<file path="src/rtl/adder_pkg.sv">
// Shared sizing helpers for the pipelined add/subtract unit.
package adder_pkg;

  function automatic int chunk_width(input int width, input int stages);
    return width / stages;
  endfunction

  function automatic bit split_ok(input int width, input int stages);
    return (stages >= 1) && (stages <= width) && ((width % stages) == 0);
  endfunction

endpackage

</file>
<file path="src/rtl/pipelined_adder_if.sv">
// Operand/result handshake bundle between the source, the adder and the sink.
interface pipelined_adder_if #(
  parameter int WIDTH = 32
) ();

  logic             in_valid;
  logic             in_ready;
  logic [WIDTH-1:0] a;
  logic [WIDTH-1:0] b;
  logic             cin;
  logic             sub;
  logic             out_valid;
  logic             out_ready;
  logic [WIDTH-1:0] sum;
  logic             cout;
  logic             ovf;

  modport master (
    output in_valid, a, b, cin, sub, out_ready,
    input  in_ready, out_valid, sum, cout, ovf
  );

  modport slave (
    input  in_valid, a, b, cin, sub, out_ready,
    output in_ready, out_valid, sum, cout, ovf
  );

endinterface

</file>
<file path="src/rtl/adder_chunk.sv">
// Combinational W-bit slice of the carry chain: {co, s} = a + b + ci.
module adder_chunk #(
  parameter int W = 8
) (
  input  logic [W-1:0] a,
  input  logic [W-1:0] b,
  input  logic         ci,
  output logic [W-1:0] s,
  output logic         co
);

  assign {co, s} = {1'b0, a} + {1'b0, b} + {{W{1'b0}}, ci};

endmodule

</file>
<file path="src/rtl/pipelined_adder.sv">
// WIDTH-bit add/subtract unit whose carry chain is cut into STAGES registered chunks,
// with a valid/ready handshake on both sides and one op per cycle throughput.
module pipelined_adder
  import adder_pkg::*;
#(
  parameter int WIDTH  = 32,
  parameter int STAGES = 4
) (
  input  logic           clk,
  input  logic           reset,
  pipelined_adder_if.slave bus
);

  localparam int CHUNK = chunk_width(WIDTH, STAGES);
  localparam int LAST  = STAGES - 1;

  logic             advance;
  logic [WIDTH-1:0] b_eff;
  logic             msb_carry_in;

  if (!split_ok(WIDTH, STAGES)) begin : g_bad_split
    $error("pipelined_adder: WIDTH must be a positive multiple of STAGES");
  end

  assign advance      = ~bus.out_valid | bus.out_ready;
  assign bus.in_ready = advance;
  assign b_eff        = bus.sub ? ~bus.b : bus.b;

  // Stage k sees the operand bits not yet consumed (a_cur/b_cur, low chunk first)
  // and all finished sum chunks below it; done_cur adds this stage's chunk on top.
  for (genvar k = 0; k < STAGES; k++) begin : g_stage
    localparam int REM = WIDTH - k * CHUNK;

    logic [REM-1:0]         a_cur;
    logic [REM-1:0]         b_cur;
    logic                   carry_cur;
    logic                   valid_cur;
    logic [CHUNK-1:0]       s;
    logic                   co;
    logic [(k+1)*CHUNK-1:0] done_cur;

    adder_chunk #(.W(CHUNK)) u_chunk (
      .a  (a_cur[CHUNK-1:0]),
      .b  (b_cur[CHUNK-1:0]),
      .ci (carry_cur),
      .s  (s),
      .co (co)
    );

    if (k == 0) begin : g_src
      assign a_cur     = bus.a;
      assign b_cur     = b_eff;
      assign carry_cur = bus.sub | bus.cin;
      assign valid_cur = bus.in_valid;
      assign done_cur  = s;
    end else begin : g_src
      logic [REM-1:0]     a_q;
      logic [REM-1:0]     b_q;
      logic               carry_q;
      logic               valid_q;
      logic [k*CHUNK-1:0] lo_q;

      always_ff @(posedge clk) begin
        if (reset) begin
          valid_q <= 1'b0;
        end else if (advance) begin
          valid_q <= g_stage[k-1].valid_cur;
        end
        if (advance) begin
          a_q     <= g_stage[k-1].a_cur[REM+CHUNK-1:CHUNK];
          b_q     <= g_stage[k-1].b_cur[REM+CHUNK-1:CHUNK];
          carry_q <= g_stage[k-1].co;
          lo_q    <= g_stage[k-1].done_cur;
        end
      end

      assign a_cur     = a_q;
      assign b_cur     = b_q;
      assign carry_cur = carry_q;
      assign valid_cur = valid_q;
      assign done_cur  = {s, lo_q};
    end
  end

  // Carry into the MSB is recovered from the top bit's inputs and its sum bit.
  assign msb_carry_in = g_stage[LAST].a_cur[CHUNK-1] ^ g_stage[LAST].b_cur[CHUNK-1]
                      ^ g_stage[LAST].s[CHUNK-1];

  always_ff @(posedge clk) begin
    if (reset) begin
      bus.out_valid <= 1'b0;
      bus.sum       <= '0;
      bus.cout      <= 1'b0;
      bus.ovf       <= 1'b0;
    end else if (advance) begin
      bus.out_valid <= g_stage[LAST].valid_cur;
      bus.sum       <= g_stage[LAST].done_cur;
      bus.cout      <= g_stage[LAST].co;
      bus.ovf       <= msb_carry_in ^ g_stage[LAST].co;
    end
  end

endmodule

</file>
<file path="src/flat_wrapper.sv">
// flat-port wrapper written by rule: the top's interface ports become plain ports
module pipelined_adder_flat import adder_pkg::*;
#(
  parameter int WIDTH  = 32,
  parameter int STAGES = 4
)
  (clk, reset, bus_in_valid, bus_a, bus_b, bus_cin, bus_sub, bus_out_ready, bus_in_ready, bus_out_valid, bus_sum, bus_cout, bus_ovf);
  pipelined_adder_if #(.WIDTH(WIDTH)) bus_i ();
  input  logic clk;
  input  logic reset;
  input wire logic [$bits(bus_i.in_valid)-1:0] bus_in_valid;
  input wire logic [$bits(bus_i.a)-1:0] bus_a;
  input wire logic [$bits(bus_i.b)-1:0] bus_b;
  input wire logic [$bits(bus_i.cin)-1:0] bus_cin;
  input wire logic [$bits(bus_i.sub)-1:0] bus_sub;
  input wire logic [$bits(bus_i.out_ready)-1:0] bus_out_ready;
  output wire logic [$bits(bus_i.in_ready)-1:0] bus_in_ready;
  output wire logic [$bits(bus_i.out_valid)-1:0] bus_out_valid;
  output wire logic [$bits(bus_i.sum)-1:0] bus_sum;
  output wire logic [$bits(bus_i.cout)-1:0] bus_cout;
  output wire logic [$bits(bus_i.ovf)-1:0] bus_ovf;
  assign bus_i.in_valid = bus_in_valid;
  assign bus_i.a = bus_a;
  assign bus_i.b = bus_b;
  assign bus_i.cin = bus_cin;
  assign bus_i.sub = bus_sub;
  assign bus_i.out_ready = bus_out_ready;
  assign bus_in_ready = bus_i.in_ready;
  assign bus_out_valid = bus_i.out_valid;
  assign bus_sum = bus_i.sum;
  assign bus_cout = bus_i.cout;
  assign bus_ovf = bus_i.ovf;
  pipelined_adder #(.WIDTH(WIDTH), .STAGES(STAGES)) u_core (.clk(clk), .reset(reset), .bus(bus_i));
endmodule
</file>
<file path="config.mk">
export PLATFORM = sky130hd
export DESIGN_NAME = pipelined_adder_flat
export DESIGN_NICKNAME = d
export VERILOG_FILES = /design/src/rtl/adder_pkg.sv /design/src/rtl/pipelined_adder_if.sv /design/src/rtl/adder_chunk.sv /design/src/rtl/pipelined_adder.sv /design/src/flat_wrapper.sv
export SDC_FILE = /design/constraint.sdc
export NUM_CORES = 1
export LEC_CHECK = 0
export CORE_MARGIN = 8
export CORE_UTILIZATION = 30
export DETAILED_ROUTE_END_ITERATION = 8
export GPL_TIMING_DRIVEN = 0
export PLACE_DENSITY = 0.53
export SLEW_MARGIN = 25
export SYNTH_ARGS = -nofsm -noshare
export SYNTH_HDL_FRONTEND = slang
export SYNTH_SLANG_ARGS = --single-unit
</file>
<file path="constraint.sdc">
create_clock -name clk -period 10.6 [get_ports clk]
set_input_delay 2.65 -clock clk [delete_from_list [all_inputs] [get_ports clk]]
set_output_delay 2.65 -clock clk [all_outputs]
set_load 0.02 [all_outputs]
</file>
-- Yosys cells after proc, flatten, opt, wreduce, memory -nomap -nowiden
Cells that the tools add are included.
- input port bits: 70
- register bits after elaboration: 185
- $add $sub $neg: 8
- mux-type cells: 1
- bitwise operators: 7
- operator list (kind ; count):
    adder 8 x 8 -> 9 bit ; 4
    adder 9 x 1 -> 9 bit ; 4
    2-to-1 mux 32 bit ; 1
    inverter 32 bit ; 1
    XOR 1 bit ; 3
    bitwise OR 1 bit ; 2
    inverter 1 bit ; 1

-- Longest topological paths before layout
Gate-level depths: netlist (run 1).
- depth in word-level cells: 4
- mapped depth: 11
- depth with buffers taken out: 9

-- By module
A second synthesis (run 1) with hierarchy kept.
- cells, all modules: 513
- area total of the unflattened synthesis: 7567.3 sq um
- by module, submodules not included (module ; area each (sq um) ; times used ; sequential area each (sq um) ; cells an instance):
    pipelined_adder ; 6241.0 ; 1 ; 5175.0 ; 351
    adder_chunk (u_core.g_stage[0].u_chunk ...) ; 331.6 ; 3 ; 0.0 ; 40
    adder_chunk (u_core.g_stage[2].u_chunk) ; 331.6 ; 1 ; 0.0 ; 42

-- Worst setup path after synthesis (run 1)
No wires, ideal clock.
- kind: input to output
- start: input port bus_out_ready
- end: output port bus_in_ready
- setup slack: 814 ps
- stages: 3
- data arrival time: 7136 ps
- data required time: 7950 ps
- path through: nor2b_1 > inv_1 > clkbuf_1
- longest elaborated chain between the ends: 1
- ends and longest elaborated chain (what ; RTL line ; text):
    start: declaration ; flat_wrapper.sv:16 ; input wire logic [$bits(bus_i.out_ready)-1:0] bus_out_ready;
    bitwise OR 1 bit ; pipelined_adder.sv:25 ; assign advance = ~bus.out_valid | bus.out_ready;
    end: declaration ; flat_wrapper.sv:17 ; output wire logic [$bits(bus_i.in_ready)-1:0] bus_in_ready;
No other way between the ends.

-- Worst setup path after layout (run 1)
Ends and elaborated chain as after synthesis.

==> results of run 1 <==
-- how the worst max path moves through the flow --
stage / slack [ns] / from / to
4_1_cts: 3.15 / bus_out_ready / bus_in_ready
3_5_place_dp: 3.16 / bus_out_ready / bus_in_ready
6_report: 3.22 / bus_out_ready / bus_in_ready
3_3_place_gp: -2.77 / bus_out_ready / bus_in_ready
5_1_grt: 3.08 / bus_out_ready / bus_in_ready
2_1_floorplan: 0.81 / bus_out_ready / bus_in_ready
-- per-stage QoR --
step	hold slack (ns)	instances	instance area (um^2)	power, mW
6_report	0.416	959	9330	1.85
2_1_floorplan	0.400	497	7260	1.14
3_3_place_gp	0.403	924	8700	1.27
3_5_place_dp	0.405	927	8770	1.27
5_1_grt	0.420	959	9330	1.94
4_1_cts	0.420	959	9330	1.88
-- per-layer routing --
layer,up-vias,wire [um],track usage (%)
li1,2046,-,-
met1,1946,5920,11.0
met2,71,6980,16.6
met3,10,536,2.59
met4,0,157,3.40
met5,-,0,0
-- final cells by class --
cell class	instances	area, um^2
Timing Repair Buffer	106	1100
Inverter	13	48.8
Clock inverter	12	88.8
Fill cell	2258	14700
Multi-Input combinational cell	282	1970
Tap cell	324	405
Buffer	17	71.3
Sequential cell	185	5170
Clock buffer	20	472
-- registers in the layout, summed over array words and instances (netlist names) --
register / flops
u_core.bus.sum: 32
u_core.g_stage.carry_cur: 3
u_core.g_stage.b_cur: 48
u_core.bus.out_valid: 1
u_core.g_stage.g_src.valid_q: 3
u_core.bus.cout: 1
u_core.bus.ovf: 1
u_core.g_stage.a_cur: 48
u_core.g_stage.g_src.lo_q: 48
-- power groups by stage --
stage	clock network [mW]	registers, mW	logic (mW)
floorplan	0	1.00	0.141
global placement	0	0.985	0.281
detailed placement	0	0.987	0.288
CTS	0.620	0.972	0.289
global route	0.648	0.982	0.314
finish	0.600	0.970	0.284
-- cells by family (layout without fill, tap and decap cells) --
logic type | count (synthesis) | count (layout)
AO/OA/AOI/OAI | 93 | 93
XOR/XNOR | 48 | 48
adder cells (fa/ha/maj) | 36 | 36
buffers and inverters | 30 | 168
flip-flops | 185 | 185
AND/OR/NAND/NOR | 105 | 105
-- cells in the mapped netlist, drive strengths merged, types with 4 or more instances --
master  instances  area share (%)
nand2          64             3.3
xnor2          13             1.6
edfxtp        147              61
o21ai          10            0.69
clkbuf         14            0.72
xor2           35             4.2
fa              8             2.2
a211oi          9             1.1
o21bai          4            0.41
a21oi          42             2.9
ha             28             4.8
a21o           10             1.0
inv            13            0.67
dfxtp          38              10
nor2           22             1.1
-- worst max-delay path, stage by stage --
cell	delay (ns)
clkdlybuf4s50_1	0.46
nor2b_1	0.08
inv_1	0.14
clkbuf_4	0.43
buf_12	0.29
clkdlybuf4s50_1	0.65
==> key figures, run 1 <==
Worst setup path
  – Worst-path fanout max: 42
  – Worst Setup Start Kind: input pin
  – FF-to-FF path depth: 7
  – FF-to-FF Start: u_core.g_stage[1].carry_cur
  – Crit path DAT: 4.73 ns
  – Reg2reg setup slack: 8.08 ns
  – Worst path required time: slightly below 8 ns
  – Crit path kind: in2out
  – RR Endpoint: u_core.g_stage[2].carry_cur
  – Crit. End Element: output port

Timing
  – # setup viols final: 0
  – Tcrit/Tclk final: a little over two thirds
  – Setup TNS Final: 0 ns
  – Final Skew: between 0.007 and 0.008 ns
  – Final number of max-transition violations: 0
  – Worst slew pin tran: around 0.65 ns
  – Worst slew margin: a little under three fifths
  – FMAX: 135 MHz
  – Setup ws final: about 3.2 ns
  – Min Tclk post-route: 7.38 ns
  – Final Hold Fails: 0
  – RSZ-0062 raised after global routing: no

Synthesis
  – Async S/R FF share, synth: 0%
  – Gate Count Post-Synth: 497
  – Post-synthesis mux area share: 0%
  – Xor/xnor share of the synthesized area: 5.79%
  – Sequential area share after synthesis: between 70% and 80%
  – Synth Register Bits: around 190
  – Synth Flop Type: edfxtp_1
  – Synth warn: 0
  – Main combinational cell family by area after synthesis: compound AO/OA/AOI/OAI gates
  – Synth Area per Inst: 14.6 um^2
  – Adder-cell area share of the yosys netlist: 7.03%
  – Post-synth EDFFs: between 100 and 150
  – Cell Area, Synth: between 7000 and 8000 um^2
  – Distinct cell type count after synthesis: 37
  – Syn nets: around 600
  – Post-synthesis simple-gate area fraction: between 6 and 7%
  – Synth Area in Compound Gates: between 8 and 9%

Clocking
  – Hold-fix buffers at CTS: 0
  – Clk buf depth: 2
  – Root buf cell: clkbuf_16
  – Clk Latency, worst-skew pair: about 0.42 ns
  – CTS Buf Count: 17
  – Worst-path clk slew: roughly 0.07 ns
  – CTS tree: built
  – Clk sink count: between 150 and 200
  – Number of H-tree levels: 4
  – Post-CTS sizing: 0
  – Post CTS Setup Buffer Count: 0

Placement
  – RD Place Congestion: between 0.7 and 0.8
  – Number of buffers added on ports: ~100
  – HPWL Detailed: around 9.7 mm
  – DP Worst Slack: 3.16 ns

Status
  – Run status: completed

Pwr
  – Switching Power: between 400 and 500 uW
  – Seq pwr share: between 50% and 60%
  – Comb power frac: around 15%
  – Pwr/cell area: 199 nW/um^2
  – P_leak: 3.57 nW
  – Clock share of power: about 32%
  – Switching fraction of total power: about a quarter
  – Int Power: between 1 and 1.5 mW
  – Worst vdd ir: approximately 0.073 mV

Detailed routing
  – Routed len/inst: around 14 um
  – DRT Pass-1 Iters: 6
  – WL final: roughly 14 mm
  – Via density: 4.25
  – DRT iter0 DRCs: roughly 200
  – DR DRC count: 0
  – Routed Antenna Nets: 0
  – Vias: between 4000 and 5000

Hold path
  – Worst hold-check path type: reg2reg
  – HP Start: u_core.g_stage[2].b_cur[11]
  – Hold path depth: 0
  – Hold endpoint: u_core.g_stage[3].b_cur[3]

GRT
  – Largest net degree at the start of global routing: 55
  – Vias in the first global route: between 4000 and 5000
  – Initial antenna violation count: 0
  – Total GRT Usage: 9.50%
  – First-pass GRT wire length: 21.4 mm
  – GR Overflow Total: 0

Finish
  – Layout cells sized above 1: under 10%
  – Util after Layout: 38.8%
  – Area Growth Syn to Fin: 28.5%
  – Most common cell after layout, fill and taps aside: edfxtp_1
  – ANT cells: 0
  – Most frequent cells in the layout: 147 x edfxtp_1, 103 x clkdlybuf4s50_1, 64 x nand2_1
  – Layout net count: approximately 730

Floorplanning
  – Die span in x: between 150 and 200 um
  – Initial Util: a little under a third
  – Rows: 57
  – Ports: 106
  – Die height: 172 um
  – Die ar.: between 20000 and 30000 um^2
  – Core box area: between 20000 and 25000 um^2

Flow run
  – Max-cap check violation count: 0
(Power assumes the default switching activity.)
==> inputs of run 2 (changes only) <==
==> constraint.sdc (replaced) <==
create_clock -name clk -period 7.3 [get_ports clk]
set_input_delay 1.825 -clock clk [delete_from_list [all_inputs] [get_ports clk]]
set_output_delay 1.825 -clock clk [all_outputs]
set_load 0.02 [all_outputs]
==> run 2 against run 1 <==
Sequential share of layout area grew 0.15 points. First-iteration DRC count grew 20%. Flip-flop and latch count is the same. Utilization shrank 0.10 points. Worst hold slack lost 0.0020 ns. Clock power grew 47%. Cell area shrank 0.27%. Highest routed layer unchanged.
==> key figures, run 2 (same netlist as run 1, synthesis figures left out) <==
Clocking
  – Worst-path clk slew: 0.07 ns (about the same)
  – CTS tree: built
  – Hold-fix buffers at CTS: 0 (unchanged)
  – Post CTS Setup Buffer Count: 0 (unchanged)
  – Post-CTS sizing: 0 (unchanged)
  – Clk Latency, worst-skew pair: 0.42 ns (about the same)
  – Number of H-tree levels: 4 (unchanged)
  – CTS Buf Count: 17 (unchanged)
  – Root buf cell: clkbuf_16
  – Clk sink count: 185 (unchanged)
  – Clk buf depth: 2 (unchanged)

GRT
  – First-pass GRT wire length: 21.8 mm (+1.8%)
  – Initial antenna violation count: 0 (unchanged)
  – Largest net degree at the start of global routing: 89 (+62%)
  – GR Overflow Total: 0 (unchanged)
  – Vias in the first global route: 4253 (+0.93%)
  – Total GRT Usage: 9.66% (+0.16 points)

Timing
  – Final number of max-transition violations: 0 (unchanged)
  – Setup ws final: 1.70 ns (-1.52 ns)
  – RSZ-0062 raised after global routing: no
  – Final Skew: 0.0105 ns (+0.00348 ns)
  – Worst hold slack: 0.414 ns (-0.00198 ns)
  – # setup viols final: 0 (unchanged)
  – FMAX: around 180 MHz
  – Setup TNS Final: 0 ns (unchanged)
  – Min Tclk post-route: about 5.6 ns
  – Tcrit/Tclk final: around three quarters
  – Worst slew pin tran: 0.632 ns (-0.0162 ns)
  – Worst slew margin: 57.9% (+1.1 points)
  – Final Hold Fails: 0 (unchanged)

Finish
  – Layout cells sized above 1: 6.32% (-0.61 points)
  – Most common cell after layout, fill and taps aside: edfxtp_1
  – ANT cells: 0 (unchanged)
  – Design Area, Final: 9310 um^2 (-0.27%)
  – Area Growth Syn to Fin: 28.1%
  – Layout net count: 726 (-0.27%)
  – Most frequent cells in the layout: 147 x edfxtp_1, 103 x clkdlybuf4s50_1, 64 x nand2_1
  – Util after Layout: 38.7% (-0.10 points)
  – # fillers: 2290 (+1.4%)

Floorplanning
  – Die span in x: 172 um (unchanged)
  – Die ar.: 29400 um^2 (unchanged)
  – Ports: 106 (unchanged)
  – Initial Util: 30.2% (unchanged)
  – Core box area: 24000 um^2 (unchanged)
  – Die height: 172 um (unchanged)
  – Rows: 57 (unchanged)

Worst setup path
  – Worst-path fanout max: 70 (+67%)
  – Max incr delay on CP: 0.72 ns (+0.07 ns)
  – Worst path required time: 5.48 ns (-2.47 ns)
  – Setup crit start: bus_out_ready
  – Crit path kind: in2out
  – RR Endpoint: u_core.g_stage[2].carry_cur
  – Reg2reg setup slack: 4.78 ns (-3.30 ns)
  – Crit path top cell by count: clkdlybuf4s50_1
  – Critical-path top delay cell: clkdlybuf4s50_1
  – CP bufs+invs: 4 (-1)
  – FF-to-FF Start: u_core.g_stage[1].carry_cur
  – Crit. End Element: output port
  – CP top delay family: buffers and inverters
  – Worst Setup Start Kind: input pin
  – Crit path DAT: 3.78 ns (-0.95 ns)
  – Cells along the critical path: clkdlybuf4s50_1 > nor2b_1 > inv_1 > clkbuf_8 > clkdlybuf4s50_1
  – FF-to-FF path depth: 7 (unchanged)

Hold path
  – Hold path depth: 0 (unchanged)
  – HP Start: u_core.g_stage[1].a_cur[10]
  – Worst hold-check path type: reg2reg
  – Hold endpoint: u_core.g_stage[2].a_cur[2]

Placement
  – HPWL Detailed: 9.56 mm (-1.5%)
  – RD Place Congestion: 0.787 (-0.35%)
  – DP Worst Slack: 1.65 ns (-1.52 ns)
  – Area post-placement: 8740 um^2 (-0.39%)
  – Number of buffers added on ports: 103 (unchanged)

Detailed routing
  – Routed Antenna Nets: 0 (unchanged)
  – Routed len/inst: 14.4 um (+1.6%)
  – Vias: 4156 (+2.0%)
  – Via density: 4.34 (+2.3%)
  – WL final: 13.8 mm (+1.4%)
  – DRT Pass-1 Iters: 4 (-2)
  – DR DRC count: 0 (unchanged)
  – DRT iter0 DRCs: 238 (+20%)

Pwr
  – Pwr/cell area: 290 nW/um^2 (+46%)
  – P_leak: 3.56 nW (-0.53%)
  – Worst vdd ir: 0.125 mV (+72%)

Status
  – Run status: completed

Flow run
  – Max-cap check violation count: 0 (unchanged)
## run 2: through the flow
| stage | total power [mW] | instances |
|---|---|---|
| 3_3_place_gp | 1.84 | 924 |
| 2_1_floorplan | 1.66 | 497 |
| 6_report | 2.70 | 957 |
| 3_5_place_dp | 1.85 | 925 |
| 5_1_grt | 2.84 | 957 |
| 4_1_cts | 2.75 | 957 |
## run 2: area by class of cell
class | count | area (um^2) | area share, %
Buffer | 17 | 77.6 | 0.834
Clock inverter | 8 | 56.3 | 0.605
Timing Repair Buffer | 104 | 1060 | 11.4
Tap cell | 324 | 405 | 4.36
Clock buffer | 24 | 513 | 5.51
Multi-Input combinational cell | 282 | 1970 | 21.2
Inverter | 13 | 48.8 | 0.524
Sequential cell | 185 | 5170 | 55.6
## run 2: how the worst max path moves through the flow
stage,to,slack [ns],depth (start not counted)
3_5_place_dp,bus_in_ready,1.65,5
4_1_cts,bus_in_ready,1.65,5
5_1_grt,bus_in_ready,1.57,5
2_1_floorplan,bus_in_ready,1.47,3
3_3_place_gp,bus_in_ready,-0.89,5
6_report,bus_in_ready,1.70,5
## run 2: metal layers
layer  vias up  track usage (%)  routed length [um]
li1       2045                -                   -
met5         -                0                   0
met3        14             3.44                 856
met1      2002             11.0                5710
met2        95             16.4                6960
met4         0             3.78                 253
## run 2: power breakdown
part	internal (mW)	switching, mW	total [mW]
Combinational	0.208	0.208	0.417
Clock	0.495	0.385	0.880
Sequential	1.34	0.0621	1.40
==> inputs of run 3 (changes only) <==
--- a/config.mk
+++ b/config.mk
@@ -9,7 +9,7 @@
 export CORE_UTILIZATION = 30
 export DETAILED_ROUTE_END_ITERATION = 8
 export GPL_TIMING_DRIVEN = 0
-export PLACE_DENSITY = 0.53
+export PLACE_DENSITY = 0.55
 export SLEW_MARGIN = 25
 export SYNTH_ARGS = -nofsm -noshare
 export SYNTH_HDL_FRONTEND = slang
==> constraint.sdc (replaced) <==
create_clock -name clk -period 4.9 [get_ports clk]
set_input_delay 1.225 -clock clk [delete_from_list [all_inputs] [get_ports clk]]
set_output_delay 1.225 -clock clk [all_outputs]
set_load 0.02 [all_outputs]
==> run 3 against run 2 <==
Sequential share of layout area up 0.10 points. First-iteration DRC count fell by 20%. Wire length down 1.8%. Clock power is 47% higher. Total power grew 48%. Utilization fell by 0.073 points. Via count down 1.9%. Flip-flop and latch count unchanged. Critical endpoint unchanged. Largest power group unchanged.
==> key figures, run 3 (same netlist as run 1, synthesis figures left out) <==
Worst setup path
  – FF-to-FF path depth: 7 (unchanged)
  – Crit. End Element: output port
  – Crit path top cell by count: clkdlybuf4s50_1
  – RR Endpoint: u_core.g_stage[2].carry_cur
  – Reg2reg setup slack: 2.37 ns (-2.41 ns)
  – Setup crit start: bus_out_ready
  – Crit path DAT: 3.19 ns (-0.59 ns)
  – Crit path kind: in2out
  – Setup crit end: bus_in_ready
  – FF-to-FF Start: u_core.g_stage[1].carry_cur
  – Worst Setup Start Kind: input pin
  – Cells along the critical path: clkdlybuf4s50_1 > nor2b_1 > inv_1 > clkbuf_8 > clkdlybuf4s50_1
  – Worst-path fanout max: 70 (unchanged)
  – Max incr delay on CP: 0.72 ns (about the same)
  – CP bufs+invs: 4 (unchanged)
  – CP top delay family: buffers and inverters
  – Worst path required time: 3.67 ns (-1.81 ns)
  – Critical-path top delay cell: clkdlybuf4s50_1
  – Levels on crit path: 5 (unchanged)

Placement
  – Number of buffers added on ports: 103 (unchanged)
  – Dpl cells: 925 (unchanged)
  – HPWL Detailed: 9.64 mm (+0.87%)
  – Area post-placement: 8740 um^2 (unchanged)
  – RD Place Congestion: 0.770 (-2.2%)
  – DP Worst Slack: 0.448 ns (-1.20 ns)

Detailed routing
  – DRT iter0 DRCs: 190 (-20%)
  – WL final: 13.5 mm (-1.8%)
  – DR DRC count: 0 (unchanged)
  – DRT Pass-1 Iters: 7 (+3)
  – Routed Antenna Nets: 0 (unchanged)
  – Vias: 4079 (-1.9%)
  – Via density: 4.26 (-1.9%)
  – Routed len/inst: 14.1 um (-1.8%)

Clocking
  – Hold-fix buffers at CTS: 0 (unchanged)
  – Clk Latency, worst-skew pair: 0.42 ns (about the same)
  – CTS Buf Count: 17 (unchanged)
  – Number of H-tree levels: 4 (unchanged)
  – Root buf cell: clkbuf_16
  – Post-CTS sizing: 0 (unchanged)
  – Worst-path clk slew: 0.07 ns (about the same)
  – CTS tree: built
  – Clk buf depth: 2 (unchanged)
  – Clk sink count: 185 (unchanged)
  – Post CTS Setup Buffer Count: 0 (unchanged)

Finish
  – Area Growth Syn to Fin: 27.9%
  – Design Area, Final: 9290 um^2 (-0.19%)
  – Most frequent cells in the layout: 147 x edfxtp_1, 103 x clkdlybuf4s50_1, 64 x nand2_1
  – Layout net count: 726 (unchanged)
  – Finished Layout Cells: 957 (unchanged)
  – ANT cells: 0 (unchanged)
  – Layout cells sized above 1: 6.16% (-0.16 points)
  – # fillers: 2274 (-0.70%)
  – Util after Layout: 38.6% (-0.073 points)
  – Most common cell after layout, fill and taps aside: edfxtp_1

GRT
  – GR Overflow Total: 0 (unchanged)
  – Vias in the first global route: 4331 (+1.8%)
  – First-pass GRT wire length: 21.5 mm (-1.4%)
  – Largest net degree at the start of global routing: 89 (unchanged)
  – Total GRT Usage: 9.49% (-0.18 points)
  – Initial antenna violation count: 0 (unchanged)

Pwr
  – P_leak: 3.54 nW (-0.38%)
  – Pwr/cell area: 431 nW/um^2 (+48%)
  – Worst vdd ir: 0.154 mV (+23%)

Timing
  – # setup viols final: 0 (unchanged)
  – Worst slew pin tran: 0.646 ns (+0.0146 ns)
  – Setup ws final: 0.485 ns (-1.21 ns)
  – Final number of max-transition violations: 0 (unchanged)
  – FMAX: approximately 230 MHz
  – RSZ-0062 raised after global routing: no
  – Final Skew: 0.0115 ns (+0.000940 ns)
  – Min Tclk post-route: about 4.4 ns
  – Worst slew margin: 56.9% (-0.97 points)
  – Final Hold Fails: 0 (unchanged)
  – Tcrit/Tclk final: between 90% and 100%

Flow run
  – Max-cap check violation count: 0 (unchanged)

Hold path
  – Hold path depth: 0 (unchanged)
  – Worst hold-check path type: reg2reg

Floorplanning
  – Initial Util: 30.2% (unchanged)
  – Core box area: 24000 um^2 (unchanged)
  – Die span in x: 172 um (unchanged)
  – Ports: 106 (unchanged)
  – Die ar.: 29400 um^2 (unchanged)
  – Rows: 57 (unchanged)
  – Die height: 172 um (unchanged)

Status
  – Run status: completed
run 3: final cells by class:
cell class	count	area (um^2)	area share (%)
Clock inverter	14	123	1.32
Tap cell	324	405	4.36
Clock buffer	18	429	4.62
Sequential cell	185	5170	55.7
Buffer	17	77.6	0.835
Inverter	13	48.8	0.525
Multi-Input combinational cell	282	1970	21.2
Timing Repair Buffer	104	1060	11.4
run 3: per-layer routing:
metal | global-route usage, % | wire length (um) | vias up
li1 | - | - | 2044
met3 | 3.17 | 582 | 10
met5 | 0 | 0 | -
met2 | 16.6 | 6960 | 83
met1 | 10.9 | 5860 | 1942
met4 | 2.68 | 131 | 0
run 3: worst min-delay path by stage:
stage	start	to	slack, ns
4_1_cts	u_core.g_stage[1].a_cur[16]	u_core.g_stage[2].a_cur[8]	0.42
3_3_place_gp	u_core.g_stage[2].b_cur[10]	u_core.g_stage[3].b_cur[2]	0.40
3_5_place_dp	u_core.g_stage[1].b_cur[14]	u_core.g_stage[2].b_cur[6]	0.40
5_1_grt	u_core.g_stage[2].g_src.lo_q[12]	u_core.g_stage[3].g_src.lo_q[12]	0.43
6_report	u_core.g_stage[2].g_src.lo_q[12]	u_core.g_stage[3].g_src.lo_q[12]	0.42
2_1_floorplan	u_core.g_stage[1].a_cur[8]	u_core.g_stage[2].a_cur[0]	0.40
run 3: report_power, final:
part	internal [mW]	leakage (nW)	switching [mW]
registers	2.00	1.87	0.0932
clock network	0.703	0.270	0.589
logic	0.310	1.41	0.307
run 3: per-stage QoR:
stage / TNS, ns / power [mW] / hold WS (ns)
after floorplan: 0 / 2.47 / 0.400
after global placement: -45.93 / 2.74 / 0.403
after detailed placement: 0 / 2.76 / 0.405
after CTS: 0 / 4.06 / 0.420
after global routing: 0 / 4.20 / 0.426
final: 0 / 4.00 / 0.419
